### src/rtl/interp_fir_mac.sv
// Time-multiplexed interpolation FIR: one shared MAC walks all taps per accepted
// sample strobe, then rounds and saturates the 2s34 sum back to 1s17.
module interp_fir_mac #(
  parameter int unsigned N_TAPS = 17
) (
  input  logic               clk,
  input  logic               reset,
  input  logic               sam_clk,
  input  logic signed [17:0] x_in,
  input  logic               coef_we,
  input  logic [4:0]         coef_addr,
  input  logic signed [17:0] coef_data,
  output logic signed [17:0] y,
  output logic               y_valid,
  output logic               busy,
  output logic               overrun
);

  localparam logic [1:0] IDLE  = 2'd0;
  localparam logic [1:0] MAC   = 2'd1;
  localparam logic [1:0] ROUND = 2'd2;

  localparam int unsigned CENTER = (N_TAPS - 1) / 2;
  localparam logic [4:0]  LAST   = 5'(N_TAPS - 1);

  logic [1:0]         state;
  logic [4:0]         k;
  logic signed [40:0] acc;
  logic signed [17:0] d [N_TAPS];
  logic signed [17:0] h [N_TAPS];

  logic signed [35:0] prod;
  logic signed [40:0] acc_rnd;
  logic signed [23:0] acc_sh;
  logic signed [17:0] y_sat;
  logic               accept;
  logic               coef_wr;

  always_comb begin
    busy    = (state != IDLE);
    accept  = sam_clk && (state == IDLE);
    coef_wr = coef_we && (state == IDLE) && (32'(coef_addr) < N_TAPS);
  end

  always_comb begin
    prod    = d[k] * h[k];
    acc_rnd = acc + 41'sd65536;
    acc_sh  = acc_rnd[40:17];
    if (acc_sh > 24'sh01FFFF)
      y_sat = 18'sh1FFFF;
    else if (acc_sh < 24'shFE0000)
      y_sat = 18'sh20000;
    else
      y_sat = acc_sh[17:0];
  end

  // Delay line only moves on an accepted strobe; dropped strobes leave it intact.
  always_ff @(posedge clk or posedge reset) begin
    if (reset) begin
      for (int unsigned i = 0; i < N_TAPS; i++)
        d[i] <= '0;
    end else if (accept) begin
      for (int unsigned i = N_TAPS - 1; i > 0; i--)
        d[i] <= d[i-1];
      d[0] <= x_in;
    end
  end

  always_ff @(posedge clk or posedge reset) begin
    if (reset) begin
      for (int unsigned i = 0; i < N_TAPS; i++)
        h[i] <= (i == CENTER) ? 18'sh1FFFF : '0;
    end else if (coef_wr) begin
      h[coef_addr] <= coef_data;
    end
  end

  always_ff @(posedge clk or posedge reset) begin
    if (reset) begin
      state   <= IDLE;
      k       <= '0;
      acc     <= '0;
      y       <= '0;
      y_valid <= 1'b0;
      overrun <= 1'b0;
    end else begin
      y_valid <= 1'b0;
      if (sam_clk && state != IDLE)
        overrun <= 1'b1;
      case (state)
        IDLE: begin
          if (sam_clk) begin
            acc   <= '0;
            k     <= '0;
            state <= MAC;
          end
        end
        MAC: begin
          acc <= acc + 41'(prod);
          if (k == LAST)
            state <= ROUND;
          else
            k <= k + 5'd1;
        end
        ROUND: begin
          y       <= y_sat;
          y_valid <= 1'b1;
          state   <= IDLE;
        end
        default: state <= IDLE;
      endcase
    end
  end

endmodule

### config.mk
export PLATFORM = sky130hd
export DESIGN_NAME = interp_fir_mac
export DESIGN_NICKNAME = d
export VERILOG_FILES = /design/src/rtl/interp_fir_mac.sv
export SDC_FILE = /design/constraint.sdc
export NUM_CORES = 2
export LEC_CHECK = 0
export CAP_MARGIN = 10
export CORE_MARGIN = 1.5
export CORE_UTILIZATION = 69
export DETAILED_ROUTE_END_ITERATION = 8
export PLACE_DENSITY = 0.87
export REMOVE_ABC_BUFFERS = 1
export SETUP_SLACK_MARGIN = 0.2
export SYNTH_ARGS = -nofsm -noshare
export SYNTH_HDL_FRONTEND = slang
export SYNTH_SLANG_ARGS = --single-unit
### constraint.sdc
create_clock -name clk -period 41 [get_ports clk]
set_input_delay 8.2 -clock clk [delete_from_list [all_inputs] [get_ports clk]]
set_output_delay 8.2 -clock clk [all_outputs]
set_load 0.1 [all_outputs]
==> results.md <==
* Clk Latency, worst-skew pair at approximately 0.64 ns
* Total track usage at approximately 34%
* Number of global-route vias before repair at approximately 34k
* Hpwl dp at 70.37 mm
* Largest net degree at the start of global routing at approximately 180
* GPL Wtd Cong at 0.9226
* Initial antenna violation count at 2
* IO Port Bufs at 65
* Max Freq at between 80 and 90 MHz
* Max-cap violation count at 0
* Setup TNS at 0 ns
* # nets final at 4702
* Final Power at between 0.003 and 0.004 W
* Synthesized cell area at approximately 0.045 mm²
* Postcts setup bufs at 0
* Clock skew at 0.02652 ns
* Starting density of the core at approximately 70%
* Setup crit end kind: flip-flop
* PwrDens at 66.34 mW/mm²
* Fraction of layout cells with a size suffix above 1 at between 10% and 20%
* Clock Path Buffers at 3
* Final period utilization at between 20% and 30%
* Fin cells at between 5k and 6k
* Top Ports at 66
* WHS at 0.4750 ns
* Setup violations, final at 0
* First-pass DRT Iterations at 6
* CTS H-Tree Depth at 3
* EDFF count, synth at 0
* Post-synth top flop: dfrtp_1
* Final WL at between 100 and 150 mm
* PostCTS Resize Cnt at 0
* TritonCTS clock tree: built
* Area share of the leading cell type in the synthesized netlist at a little under two fifths
* Worst Path Required at approximately 42 ns
* Iter 0 DRT Violations at 3382
* Final Max Slew Viols at 0
* Critical path type: input port to flip-flop
* Yosys reg bits at 680
* Via count at between 30k and 40k
* CTS Buf Count at 72
* Final ANT Viol Nets at 0
* Min-Delay Path Class: flip-flop to flip-flop
* CP arrival at about 12 ns
* Avg WL per Cell at 21.89 µm
* Die height at around 260 µm
* Final count of hold timing violations at 0
* Die span in x at between 200 and 300 µm
* Area growth syn-to-layout at 8.147%
* Slew @ Worst Pin at 1.292 ns
* Most frequent cell after synthesis: nand2_1
* Hold Buf Count CTS at 0
* Global route overflow at 0
* Leakage at roughly 25 nW
* Ys async rst share at 100.0%
* # clock sinks at 680
* Root Buffer: clkbuf_16
* Tmin final at ~12 ns
* Die area at between 0.06 and 0.07 mm²
* Instance count of the mapped netlist at 4187
* Core Box Area at roughly 0.064 mm²
* Max IR drop VDD at 60.53 µV
* Synth warn at 0
* CP Max Fanout at about 110
* Final setup margin at a little under 30 ns
* Drc violations at 0
* Row count at 93
* Clock transition at path regs at roughly 0.060 ns
* Area leader, netlist: dfrtp_1
* Distinct cells, synth at ~70
* RSZ-0062 raised after global routing: false
* List of most frequent post-synthesis cells: nand2_1, dfrtp_1, inv_1
* First-pass GRT wire length at about 180 mm
* Startpoint Class: input port
* Outcome: finished, final reports clean
* DP Worst Slack at around 29 ns
* Slew headroom at 13.68%
* Inst Count DP at around 4.9k
* Synth Area per Inst at 10.72 µm²
* Seq/Total Area, Yosys at between 30% and 40%
* Largest cells by area after synthesis: dfrtp_1, fa_1, nand2_1
* Vias per cell at ~6.3
[critical path, stage by stage]
cell and delay, ns:
clkdlybuf4s50_1 0.56, and2_4 0.24, buf_4 0.78, buf_4 1.02, buf_4 0.88, nand2_1 0.20, nand2_1 0.12
[path summary, 6_finish.rpt]
path | startpoint | to | slack, ns | depth (start not counted)
max in group asynchronous | reset | h[208] | 30.26 | 4
min in group asynchronous | reset | d[162] | 8.14 | 2
min reg2reg | y[6] | y[6] | 0.47 | 1
max reg2reg | k[0] | acc[38] | 30.68 | 24
min | y[6] | y[6] | 0.47 | 1
max | sam_clk | d[184] | 29.40 | 7
[kinds of logic (layout without fill, tap and decap cells)]
group | Yosys count | after routing | synth area share [%]
AO/OA/AOI/OAI | 236 | 236 | 3.738
XOR/XNOR | 59 | 59 | 1.151
adder cells (fa/ha/maj) | 514 | 514 | 20.82
buffers and inverters | 711 | 725 | 6.221
flip-flops | 680 | 680 | 37.96
multiplexers | 496 | 496 | 16.75
other | 0 | 1 | 0
AND/OR/NAND/NOR | 1491 | 1491 | 13.36
[flip-flops by register name (all words and copies together) (netlist names)]
name / cells
state: 2
y: 18
y_valid: 1
d: 306
k: 5
overrun: 1
acc: 41
h: 306
[through the flow]
| stage | area (µm²) | utilization, % |
|---|---|---|
| 2_1_floorplan | 43930 | - |
| 3_3_place_gp | 46010 | 71.49 |
| 3_5_place_dp | 46010 | 71.49 |
| 4_1_cts | 48540 | 75.44 |
| 5_1_grt | 48550 | 75.44 |
| 6_report | 48550 | 75.44 |
[metal layers]
layer	share of wire [%]	global-route usage (%)	up-vias	wire, µm
met5	0	0	-	0
met4	4.6	16.78	0	5079
met3	9.5	6.547	458	10570
met2	49	55.81	1821	54210
met1	37	45.24	15990	40860
li1	-	-	13390	-
[report_power, final]
part           switching (W)  leakage (nW)  internal (W)  total (W)
sequential          0.000117          9.19      0.000793   0.000909
clock               0.000291          1.23      0.000406   0.000697
combinational       0.000980          14.6      0.000635    0.00161
total                0.00139          25.1       0.00183    0.00322
[layout make-up]
| cell class | count | area [µm²] |
|---|---|---|
| Inverter | 489 | 1843 |
| Clock buffer | 100 | 2047 |
| Sequential cell | 680 | 17050 |
| Fill cell | 3627 | 15800 |
| Tap cell | 855 | 1070 |
| Timing Repair Buffer | 104 | 968.4 |
| Multi-Input combinational cell | 2796 | 25080 |
| Clock inverter | 32 | 490.5 |
| Antenna cell | 1 | 2.502 |
[cells in the final DEF, fill, tap and decap left out, types with 11 or more instances in the layout]
cell type	count
clkbuf_16	72
o21ai_0	48
nand2b_1	19
xor2_1	20
clkbuf_1	14
clkbuf_8	14
a22o_1	20
nand4_1	11
a21o_1	22
a21oi_1	43
mux4_2	173
inv_1	487
mux2_2	313
ha_1	126
o21a_1	13
fa_1	388
dfstp_2	17
nand2_1	1160
clkdlybuf4s50_1	65
nor2b_1	25
and2_1	21
buf_4	37
nand3_1	48
dfrtp_1	659
xnor2_1	39
nor2_1	157
nor3_1	15
No activity file was read; power rests on OpenSTA's default activity.
